<file path="config.mk">
export PLATFORM = sky130hd
export DESIGN_NAME = fifo_byte_unpacker
export DESIGN_NICKNAME = d
export VERILOG_FILES = /design/src/rtl/fifo_byte_unpacker.sv
export SDC_FILE = /design/constraint.sdc
export NUM_CORES = 1
export LEC_CHECK = 0
export ABC_AREA = 1
export CORE_ASPECT_RATIO = 1.2
export CORE_MARGIN = 2
export CORE_UTILIZATION = 39
export DETAILED_ROUTE_END_ITERATION = 10
export PLACE_DENSITY = 0.64
export SLEW_MARGIN = 15
export SYNTH_ARGS = -nofsm -noshare
export SYNTH_HDL_FRONTEND = slang
export SYNTH_SLANG_ARGS = --single-unit
</file>
<file path="constraint.sdc">
create_clock -name clk_12mhz -period 3.4 [get_ports clk_12mhz]
set_clock_uncertainty 0.1 [all_clocks]
set_input_delay 1.02 -clock clk_12mhz [delete_from_list [all_inputs] [get_ports clk_12mhz]]
set_output_delay 1.02 -clock clk_12mhz [all_outputs]
set_load 0.05 [all_outputs]
</file>
<file path="src/rtl/fifo_byte_unpacker.sv">
// Drains one FIFO word at a time and serialises it as an optional sync byte plus
// DATA_W/8 data bytes, MSB first, over a valid/ready byte handshake.
module fifo_byte_unpacker #(
    parameter int          DATA_W     = 24,
    parameter int          RD_LATENCY = 1,
    parameter int          HEADER_EN  = 1,
    parameter logic [7:0]  SYNC_BYTE  = 8'hA5,
    parameter logic [15:0] WORDS_RST  = 16'h0000
) (
    input  logic              clk_12mhz,
    input  logic              reset,
    input  logic              enable,
    input  logic              fifo_empty,
    input  logic [DATA_W-1:0] fifo_q,
    output logic              fifo_rden,
    output logic [7:0]        tx_data,
    output logic              tx_valid,
    input  logic              tx_ready,
    output logic              busy,
    output logic [15:0]       words_sent
);

    localparam logic [1:0] ST_IDLE = 2'd0;
    localparam logic [1:0] ST_POP  = 2'd1;
    localparam logic [1:0] ST_WAIT = 2'd2;
    localparam logic [1:0] ST_SEND = 2'd3;

    localparam int         NB       = DATA_W / 8 + HEADER_EN;
    localparam logic [2:0] LAST_IDX = 3'(NB - 1);
    localparam logic [1:0] LAT_LOAD = 2'(RD_LATENCY);

    logic [1:0]        r_state;
    logic [1:0]        r_lat;
    logic [2:0]        r_byte_idx;
    logic [DATA_W-1:0] r_shift;
    logic              r_rden;
    logic [7:0]        r_tx_data;
    logic              r_tx_valid;
    logic              r_busy;
    logic [15:0]       r_words;

    logic              w_accept;
    logic              w_last;

    assign w_accept = r_tx_valid && tx_ready;
    assign w_last   = (r_byte_idx == LAST_IDX);

    always_ff @(posedge clk_12mhz or negedge reset) begin
        if (!reset) begin
            r_state    <= ST_IDLE;
            r_lat      <= 2'd0;
            r_byte_idx <= 3'd0;
            r_shift    <= '0;
            r_rden     <= 1'b0;
            r_tx_data  <= 8'h00;
            r_tx_valid <= 1'b0;
            r_busy     <= 1'b0;
            r_words    <= WORDS_RST;
        end else begin
            case (r_state)
                ST_IDLE: begin
                    if (enable && !fifo_empty) begin
                        r_state <= ST_POP;
                        r_rden  <= 1'b1;
                        r_busy  <= 1'b1;
                    end
                end
                ST_POP: begin
                    r_rden  <= 1'b0;
                    r_lat   <= LAT_LOAD;
                    r_state <= ST_WAIT;
                end
                ST_WAIT: begin
                    if (r_lat == 2'd1) begin
                        // The shift register always holds the bytes still to be sent after tx_data.
                        if (HEADER_EN != 0) begin
                            r_tx_data <= SYNC_BYTE;
                            r_shift   <= fifo_q;
                        end else begin
                            r_tx_data <= fifo_q[DATA_W-1 -: 8];
                            r_shift   <= fifo_q << 8;
                        end
                        r_byte_idx <= 3'd0;
                        r_tx_valid <= 1'b1;
                        r_state    <= ST_SEND;
                    end else begin
                        r_lat <= r_lat - 2'd1;
                    end
                end
                ST_SEND: begin
                    if (w_accept) begin
                        if (w_last) begin
                            r_tx_valid <= 1'b0;
                            r_words    <= r_words + 16'd1;
                            r_busy     <= 1'b0;
                            r_state    <= ST_IDLE;
                        end else begin
                            r_byte_idx <= r_byte_idx + 3'd1;
                            r_tx_data  <= r_shift[DATA_W-1 -: 8];
                            r_shift    <= r_shift << 8;
                        end
                    end
                end
                default: begin
                    r_state    <= ST_IDLE;
                    r_rden     <= 1'b0;
                    r_tx_valid <= 1'b0;
                    r_busy     <= 1'b0;
                end
            endcase
        end
    end

    assign fifo_rden  = r_rden;
    assign tx_data    = r_tx_data;
    assign tx_valid   = r_tx_valid;
    assign busy       = r_busy;
    assign words_sent = r_words;

endmodule

</file>
==> summary.md, run 1 <==
| Metric | Value |
|---|---|
| Outcome | `completed` |
| Final period utilization | `around 79%` |
| Area growth, synth to finish | `30.5%` |
| Mean Syn Cell Area | `approximately 9.3 µm²` |
| Synth Register Bits | `58` |
| Postcts setup bufs | `0` |
| Crit-path cells | `clkdlybuf4s50_1` |
| Post-CTS sizing | `0` |
| CP endpoint kind | `output port` |
| Peak Freq | `~0.37 GHz` |
| CTS clk-pin slew, worst paths | `around 0.07 ns` |
| Mapped Cells | `293` |
| Final min period | `between 2 and 3 ns` |
| Crit path launch type | `register` |
| First-pass DRT Iterations | `4` |
| Syn_nets | `approximately 330` |
| VDD IR max | `around 430 µV` |
| Worst-skew pair later-pin latency | `0.32 ns` |
| CP arrival | `around 1.6 ns` |
| Clock Path Buffers | `2` |
| Most frequent cells in the layout | `dfrtp_1 (58), clkdlybuf4s50_1 (54), nand2_1 (47)` |
| Global-route wire length before repair | `9580 µm` |
| Worst path top cell family by delay | `buffers and inverters` |
| Power per cell area | `828 nW/µm²` |
| Die area | `about 7700 µm²` |
| GRT Util Overall | `16.4%` |
| Remaining DRCs | `0` |
| Hold_buf cts | `0` |
| IO Port Bufs | `between 50 and 60` |
| IO Pins | `56` |
| # rows | `33` |
| Commonest non-fill, non-tap cell in the layout | `dfrtp_1` |
| Post-synth cell types | `27` |
| Antenna violations before repair | `0` |
| Post-DP HPWL | `approximately 4000 µm` |
| Total CTS buffers | `9` |
| Max FO, Critical Path | `5` |
| CTS tree | `built` |
| Die height | `around 96 µm` |
| DRT iter0 DRCs | `around 150` |
| Critical Path Max Stage Delay | `around 0.83 ns` |
| Max Slew Vio Count | `0` |
| Worst path bufs/invs | `1` |
| Worst EP required | `2.28 ns` |
| Layout cells sized above 1 | `7.26%` |
| Slowest-stage cell, CP | `clkdlybuf4s50_1` |
| Fillers | `650` |
| Max-slew headroom | `approximately 50%` |
| Initial Util | `39.9%` |
| Final wirelength | `~5500 µm` |
| H-tree Lvls | `3` |
| Routed vias | `2128` |
| Vias in the first global route | `around 2100` |
| Nets | `about 390` |
| Worst Tran Pin Value | `about 0.75 ns` |
| Root buffer cell | `clkbuf_8` |
| Sink Count | `a little under 60` |
| RSZ-0062 raised after global routing | `no` |
| Max cap viols | `0` |
| Endpoints failing setup | `0` |
| Setup TNS | `0 ns` |
| Antenna Nets Post-Route | `0` |
| Via/cell ratio | `roughly 4.8` |
| Worst Path Class, Setup | `register to output port` |
| N_diodes | `0` |
| Worst min-delay path class | `register to register` |
| Routability cong. | `slightly below 0.8` |
| P_leak | `around 0.0016 µW` |
| WL per Instance | `12.4 µm` |
| Gr ovfl total | `0` |
| Sequential area share after synthesis | `53.3%` |
| Core ar. | `6810 µm²` |
| Die Span X | `approximately 80 µm` |
| Fin Hold WS | `between 0.3 and 0.4 ns` |
| Final Hold Vio Count | `0` |
| Largest net degree at the start of global routing | `47` |
| Yosys warnings | `0` |
| Synthesized area | `2720 µm²` |
==> cell type report <==
cell class	instances	area [µm²]	area share, %
Clock buffer	13	169	4.76
Clock inverter	2	35.0	0.987
Inverter	47	179	5.04
Multi-Input combinational cell	179	1030	29.1
Sequential cell	58	1450	40.9
Tap cell	87	109	3.07
Timing Repair Buffer	59	576	16.2
==> per-layer routing <==
layer / vias up / GRT usage (%) / share of wire [%]
li1: 1077 / - / -
met1: 1004 / 22.1 / 46
met2: 40 / 25.4 / 49
met3: 7 / 2.75 / 3.3
met4: 0 / 8.47 / 1.4
met5: - / 0 / 0
==> cells in the mapped netlist <==
library cell	instances	area share, %
inv_1	46	6.3
nor2_8	1	0.74
o21ai_0	36	6.6
nand3_1	14	2.6
o211ai_1	16	4.4
nand3_4	1	0.64
inv_4	1	0.23
buf_2	2	0.37
a22oi_1	1	0.28
nor3_1	3	0.55
nor2_1	16	2.2
ha_1	9	4.1
nand2_1	47	6.5
clkbuf_1	3	0.41
xnor2_1	5	1.6
nand4_1	7	1.6
xor2_1	8	2.6
or2_2	1	0.23
buf_4	2	0.55
o31ai_1	1	0.28
a21oi_1	8	1.5
dfrtp_1	58	53
nand2_2	1	0.23
o22ai_1	1	0.23
a31oi_1	1	0.23
buf_6	2	0.83
nor2_4	2	0.83
==> worst register-to-register path: cells and delay by family (launching register included) <==
family | cells | cell delay, ns
adders and majority gates | 1 | 0.67
buffers and inverters | 1 | 0.16
and+or+nand+nor | 3 | 0.73
AOI/OAI and AO/OA | 2 | 0.29
DFF | 1 | 0.39
==> final timing paths <==
check / startpoint / to / slack, ns / cells after the start
worst max-delay path: words_sent[2] / words_sent[2] / 0.70 / 1
worst min-delay path: r_byte_idx[0] / r_byte_idx[0] / 0.37 / 1
worst max register to register: r_state[0] / r_shift[9] / 0.96 / 7
worst min register to register: r_byte_idx[0] / r_byte_idx[0] / 0.37 / 1
max in group asynchronous: reset / r_shift[6] / 1.84 / 2
min in group asynchronous: reset / tx_data[5] / 0.65 / 1
==> power by group <==
part	internal [µW]	total [µW]	switching, µW
combinational	420	1280	856
clock	394	640	246
sequential	926	1020	98.0
==> flip-flops by register name, indices dropped and copies added, names as in the netlist <==
signal,flops
busy,1
tx_data,8
r_lat,2
r_shift,24
fifo_rden,1
r_byte_idx,3
r_state,2
words_sent,16
tx_valid,1
==> through the flow <==
stage          std cells  cell area, µm²  utilization (%)  power (µW)  setup WS (ns)
6_report             445            3550             52.1        2940          0.703
5_1_grt              445            3550             52.1        3200          0.625
4_1_cts              445            3550             52.1        2980          0.679
3_5_place_dp         430            3350             49.1        2330          0.627
3_3_place_gp         430            3350             49.1        2290          0.666
2_1_floorplan        293            2720                -        2010           1.41
==> kinds of logic after synthesis <==
family	synth area share, %
flops	53.3
buf+inv	8.74
compound gates	13.5
xor+xnor	4.18
simple gates	16.1
fa+ha+maj	4.14
No activity file was read; power rests on OpenSTA's default activity.
==> run 2: changes to the inputs <==
--- a/config.mk
+++ b/config.mk
@@ -10,7 +10,7 @@
 export CORE_MARGIN = 2
 export CORE_UTILIZATION = 39
 export DETAILED_ROUTE_END_ITERATION = 10
-export PLACE_DENSITY = 0.64
+export PLACE_DENSITY = 0.66
 export SLEW_MARGIN = 15
 export SYNTH_ARGS = -nofsm -noshare
 export SYNTH_HDL_FRONTEND = slang
==> constraint.sdc (replaced) <==
create_clock -name clk_12mhz -period 2.22 [get_ports clk_12mhz]
set_clock_uncertainty 0.1 [all_clocks]
set_input_delay 0.666 -clock clk_12mhz [delete_from_list [all_inputs] [get_ports clk_12mhz]]
set_output_delay 0.666 -clock clk_12mhz [all_outputs]
set_load 0.05 [all_outputs]
==> run 2 against run 1 <==
Sequential power rose by 54%. Sequential cell count did not move. Register-to-register slack got worse by 0.59 ns. Largest cell class unchanged. Highest routed layer unchanged. Non-clock buffer count rose by 4. Critical path type is now input port to register. Worst setup slack got worse by 0.35 ns.
==> summary.md, run 2 (synthesis gave the netlist of run 1 again) <==
| Metric | Value |
|---|---|
| VDD IR max | `747 µV (+73%)` |
| Fin Hold WS | `0.220 ns (-0.154 ns)` |
| Sink Count | `58 (unchanged)` |
| CTS clk-pin slew, worst paths | `0.06 ns (about the same)` |
| Die height | `95.5 µm (unchanged)` |
| Worst Tran Pin Value | `0.556 ns (-0.195 ns)` |
| Worst min-delay path class | `input port to async pin` |
| Final min period | `between 1.5 and 2 ns` |
| GRT Util Overall | `16.1% (-0.26 points)` |
| Clock Path Buffers | `2 (unchanged)` |
| Layout cells sized above 1 | `15.7% (+8.5 points)` |
| Worst Path Class, Setup | `input port to register` |
| Power per cell area | `1290 nW/µm² (+55%)` |
| Antenna Nets Post-Route | `0 (unchanged)` |
| CP endpoint kind | `register` |
| Clock Power Share | `19.1% (-2.7 points)` |
| CP arrival | `2.01 ns (+0.43 ns)` |
| Logic pwr share | `46.2% (+2.8 points)` |
| Sequential share of power | `34.7% (about the same)` |
| Top reg by flops | `r_shift` |
| Initial Util | `39.9% (unchanged)` |
| # rows | `33 (unchanged)` |
| Nets | `396 (+1.0%)` |
| Post-DP Area | `3330 µm² (-0.37%)` |
| Endpoints failing setup | `0 (unchanged)` |
| Post-CTS sizing | `0 (unchanged)` |
| Most frequent cells in the layout | `dfrtp_1 (58), nand2_1 (47), inv_1 (46)` |
| Root buffer cell | `clkbuf_8` |
| WL per Instance | `12.4 µm (about the same)` |
| Vias in the first global route | `2126 (+2.0%)` |
| Post-DP HPWL | `4000 µm (-1.0%)` |
| RSZ-0062 raised after global routing | `no` |
| Max FO, Critical Path | `6 (+1)` |
| Antenna violations before repair | `0 (unchanged)` |
| Die Span X | `80.3 µm (unchanged)` |
| Worst EP required | `2.37 ns (+0.09 ns)` |
| Postcts setup bufs | `0 (unchanged)` |
| Number of flip-flops under the largest register name | `24 (unchanged)` |
| Area growth, synth to finish | `28.8%` |
| P_int | `2610 µW (+50%)` |
| Max Slew Vio Count | `0 (unchanged)` |
| Setup TNS | `0 ns (unchanged)` |
| Hold_buf cts | `0 (unchanged)` |
| IO Port Bufs | `55 (unchanged)` |
| Worst-skew pair later-pin latency | `0.33 ns (about the same)` |
| Total CTS buffers | `9 (unchanged)` |
| Global-route wire length before repair | `9450 µm (-1.3%)` |
| Net switching power | `1900 µW (+58%)` |
| Peak Freq | `between 0.5 and 0.6 GHz` |
| Final period utilization | `around 84%` |
| Finished layout cell area | `3500 µm² (-1.3%)` |
| Final wirelength | `5570 µm (+0.87%)` |
| DRT iter0 DRCs | `127 (-13%)` |
| Largest net degree at the start of global routing | `36 (-23%)` |
| Remaining DRCs | `0 (unchanged)` |
| Met2 usage | `26.6% (+1.2 points)` |
| Gr ovfl total | `0 (unchanged)` |
| Via/cell ratio | `4.87 (+1.9%)` |
| P_leak | `0.00167 µW (+2.8%)` |
| Global-route layer with the greatest usage | `met2` |
| Commonest non-fill, non-tap cell in the layout | `dfrtp_1` |
| CTS tree | `built` |
| Routability cong. | `0.728 (-7.7%)` |
| Grt met3 use | `3.79% (+1.0 points)` |
| Core ar. | `6810 µm² (unchanged)` |
| Slowest-stage cell, CP | `clkdlybuf4s50_1` |
| H-tree Lvls | `3 (unchanged)` |
| Final Hold Vio Count | `0 (unchanged)` |
| Outcome | `completed` |
| Die area | `7660 µm² (unchanged)` |
| Routed vias | `2187 (+2.8%)` |
| Crit-path cells | `clkdlybuf4s50_1 > nand2_1 > nand2_1 > nand3_4 > buf_4 > nor2_4 > inv_1 > o21ai_0` |
| Critical Path Max Stage Delay | `0.47 ns (-0.36 ns)` |
| First-pass DRT Iterations | `4 (unchanged)` |
| Max-slew headroom | `62.9% (+13 points)` |
| Switching fraction of total power | `42.1% (+1.2 points)` |
| Most frequent cell on the critical path | `nand2_1` |
| Crit path launch type | `input port` |
| IO Pins | `56 (unchanged)` |
| N_diodes | `0 (unchanged)` |
| Overall Power | `4510 µW (+53%)` |
| Max cap viols | `0 (unchanged)` |
| Met1 Usage GRT | `19.9% (-2.2 points)` |
run 2: changes by cell type in the layout (fill, tap and decap cells not counted), sizes merged:
cell	change
clkbuf	-1
buf	+31
clkinv	+2
bufinv	-1
clkdlybuf4s50	-27
run 2: layout make-up:
type	count	area [µm²]
Fill cell	654	3310
Clock buffer	12	155
Inverter	47	179
Sequential cell	58	1450
Clock inverter	3	15.0
Tap cell	87	109
Timing Repair Buffer	63	563
Multi-Input combinational cell	179	1030
run 2: power groups by stage:
stage                     registers, µW  logic (µW)  clock network [µW]
final                              1570        2080                 859
after global routing               1610        2350                 928
after CTS                          1570        2110                 879
after detailed placement           1580        2100                   0
after global placement             1580        2040                   0
after floorplan                    1860        1220                   0
run 2: worst paths after layout:
| kind | startpoint | endpoint | slack (ns) | depth (start not counted) |
|---|---|---|---|---|
| max | tx_ready | tx_data[1] | 0.36 | 8 |
| min reg2reg | r_byte_idx[0] | r_byte_idx[0] | 0.41 | 1 |
| min in group clk_12mhz | r_byte_idx[0] | r_byte_idx[0] | 0.41 | 1 |
| min | reset | tx_data[7] | 0.22 | 1 |
| max in group asynchronous | reset | busy | 1.22 | 2 |
| max reg2reg | r_state[0] | tx_data[1] | 0.37 | 6 |
run 2: metal layers:
| layer | wire length (µm) | vias to the layer above |
|---|---|---|
| li1 | - | 1086 |
| met1 | 2530 | 1042 |
| met4 | 99 | 0 |
| met3 | 222 | 9 |
| met2 | 2720 | 50 |
| met5 | 0 | - |
run 2: per-stage QoR:
| stage | utilization, % | worst slack [ns] | cells |
|---|---|---|---|
| 4_1_cts | 51.4 | 0.342 | 449 |
| 3_3_place_gp | 48.9 | 0.0546 | 434 |
| 5_1_grt | 51.4 | 0.150 | 449 |
| 3_5_place_dp | 48.9 | 0.00654 | 434 |
| 2_1_floorplan | - | 0.513 | 293 |
| 6_report | 51.4 | 0.356 | 449 |
run 2: critical path: cells and delay by family:
kind                   cells  cell delay [ns]
buffers and inverters      3             0.77
AND/OR/NAND/NOR            4             0.42
AO/OA/AOI/OAI              1             0.16
==> run 3: changes to the inputs <==
==> constraint.sdc (replaced) <==
create_clock -name clk_12mhz -period 1.7 [get_ports clk_12mhz]
set_clock_uncertainty 0.1 [all_clocks]
set_input_delay 0.51 -clock clk_12mhz [delete_from_list [all_inputs] [get_ports clk_12mhz]]
set_output_delay 0.51 -clock clk_12mhz [all_outputs]
set_load 0.05 [all_outputs]
==> run 3 against run 2 <==
The flow now finishes with violations (negative setup slack). Critical path depth up 1. Clock power increased by 49%. Global-route usage rose by 1.3 points. Worst setup slack worse by 0.37 ns. Die area is the same. Worst hold slack got worse by 0.15 ns. Sequential cell count stayed put. Largest power group unchanged. Highest routed layer unchanged.
==> summary.md, run 3 (synthesis gave the netlist of run 1 again) <==
| Metric | Value |
|---|---|
| VDD IR max | `787 µV (+5.3%)` |
| N_diodes | `0 (unchanged)` |
| Power per cell area | `1790 nW/µm² (+39%)` |
| Top reg by flops | `r_shift` |
| CP endpoint kind | `register` |
| Worst Tran Pin Value | `0.308 ns (-0.249 ns)` |
| Routability cong. | `0.775 (+6.5%)` |
| Max cap viols | `0 (unchanged)` |
| Gr ovfl total | `0 (unchanged)` |
| Core ar. | `6810 µm² (unchanged)` |
| Outcome | `complete, but fails checks` |
| DRT iter0 DRCs | `167 (+31%)` |
| Routed wl met3 | `241 µm (+8.6%)` |
| WL met2 | `3270 µm (+20%)` |
| RSZ-0062 raised after global routing | `yes` |
| Root buffer cell | `clkbuf_8` |
| Antenna violations before repair | `0 (unchanged)` |
| # rows | `33 (unchanged)` |
| Pre-CTS worst setup slack | `-0.401 ns (-0.407 ns)` |
| CTS tree | `built` |
| Global-route wire length before repair | `10100 µm (+6.8%)` |
| Slowest-stage cell, CP | `dfrtp_2` |
| Routed vias | `2278 (+4.2%)` |
| Number of flip-flops under the largest register name | `24 (unchanged)` |
| Area growth, synth to finish | `53.5%` |
| Max FO, Critical Path | `6 (unchanged)` |
| Worst min-delay path class | `input port to async pin` |
| GRT Util Overall | `17.4% (+1.3 points)` |
| Die area | `7660 µm² (unchanged)` |
| Most frequent cells in the layout | `dfrtp_1 (56), nand2_1 (42), inv_1 (41)` |
| Total CTS buffers | `9 (unchanged)` |
| Max Slew Vio Count | `0 (unchanged)` |
| Endpoints failing setup | `6 (+6)` |
| Sink Count | `58 (unchanged)` |
| PnR worst setup slack | `-0.0155 ns (-0.372 ns)` |
| Die Span X | `80.3 µm (unchanged)` |
| Peak Freq | `approximately 0.6 GHz` |
| Final period utilization | `101%` |
| Final wirelength | `6410 µm (+15%)` |
| Commonest non-fill, non-tap cell in the layout | `dfrtp_1` |
| CTS clk-pin slew, worst paths | `0.06 ns (about the same)` |
| Dpl cells | `443 (+2.1%)` |
| Die height | `95.5 µm (unchanged)` |
| Worst R2R Start | `r_state[0]` |
| Initial Util | `39.9% (unchanged)` |
| Remaining DRCs | `0 (unchanged)` |
| Worst-skew pair later-pin latency | `0.34 ns (about the same)` |
| Layout cells sized above 1 | `26.1% (+10 points)` |
| Crit path launch type | `register` |
| Max-slew headroom | `79.5% (+17 points)` |
| Critical path origin | `r_state[0]` |
| Nets | `413 (+4.3%)` |
| Vias in the first global route | `2151 (+1.2%)` |
| CP arrival | `1.88 ns (-0.13 ns)` |
| Final min period | `about 1.7 ns` |
| H-tree Lvls | `3 (unchanged)` |
| IO Port Bufs | `55 (unchanged)` |
| Final Hold Vio Count | `0 (unchanged)` |
| DR top layer | `met4` |
| Clock Path Buffers | `2 (unchanged)` |
| Post-DP HPWL | `4270 µm (+6.7%)` |
| Hold_buf cts | `0 (unchanged)` |
| Post-route insts no fill | `467 (+4.0%)` |
| Critical Path Max Stage Delay | `0.45 ns (-0.02 ns)` |
| Util after Layout | `61.3% (+9.9 points)` |
| Antenna Nets Post-Route | `0 (unchanged)` |
| WL per Instance | `13.7 µm (+11%)` |
| Worst Path Class, Setup | `register to register` |
| Worst EP required | `1.87 ns (-0.50 ns)` |
| First-pass DRT Iterations | `4 (unchanged)` |
| Via/cell ratio | `4.88 (+0.15%)` |
| Largest net degree at the start of global routing | `59 (+64%)` |
| Register-to-Register Path Depth | `9 (+3)` |
| Crit-path cells | `inv_2 > ha_4 > inv_2 > nand2_2 > nand3_4 > nor2_8 > clkbuf_16 > o211ai_1 > o21ai_1` |
| IO Pins | `56 (unchanged)` |
| Violated checks | `negative setup slack` |
| M1 wire length | `2700 µm (+6.7%)` |
| P_leak | `0.00191 µW (+15%)` |
| Most frequent cell on the critical path | `inv_2` |
## run 3: critical path: cells and delay by family, from the launching register on
family                     cells  cell delay, ns
and+or+nand+nor                3            0.44
AOI/OAI and AO/OA              2            0.16
buffers and inverters          3            0.34
DFF                            1            0.45
adders and majority gates      1            0.16
## run 3: metrics by stage
step	setup TNS, ns	hold slack (ns)	instance area, µm²	power [µW]
after floorplan	0	0.114	2720	4030
after global placement	-11.81	0.372	3750	5210
after detailed placement	-13.32	0.384	3750	5350
after CTS	-0.0268	0.0743	3990	6730
after global routing	-2.25	0.0911	4180	7960
final	-0.0416	0.0724	4180	7470
## run 3: final timing paths
| check | endpoint | slack (ns) |
|---|---|---|
| hold / removal | tx_data[0] | 0.07 |
| hold reg to reg | r_byte_idx[0] | 0.40 |
| max in group asynchronous | r_state[0] | 1.16 |
| setup reg to reg | r_shift[18] | -0.02 |
| setup / recovery | r_shift[18] | -0.02 |
| min in group clk_12mhz | r_byte_idx[0] | 0.40 |
## run 3: layout make-up
cell class / count / area, µm²
Clock buffer: 14 / 163
Clock inverter: 2 / 35.0
Fill cell: 545 / 2640
Inverter: 47 / 183
Multi-Input combinational cell: 179 / 1120
Sequential cell: 58 / 1450
Tap cell: 87 / 109
Timing Repair Buffer: 80 / 1120
## run 3: repair_timing
item                       in CTS  in global routing
setup buffers                   0                  4
cloned                          0                  4
pin swaps                       2                  6
gates resized for setup        10                 43
setup endpoints to repair      27                 49
## run 3: metal layers
metal	vias to the layer above	GRT usage, %
li1	1124	-
met1	1090	21.6
met2	50	27.9
met3	14	3.79
met4	0	10.5
met5	-	0
## run 3: where the power goes
group / leakage, µW / switching, µW / internal, µW
Combinational: 0.00111 / 2120 / 1940
Clock: 0.000101 / 528 / 756
Sequential: 0.000704 / 271 / 1850
Total: 0.00191 / 2920 / 4550
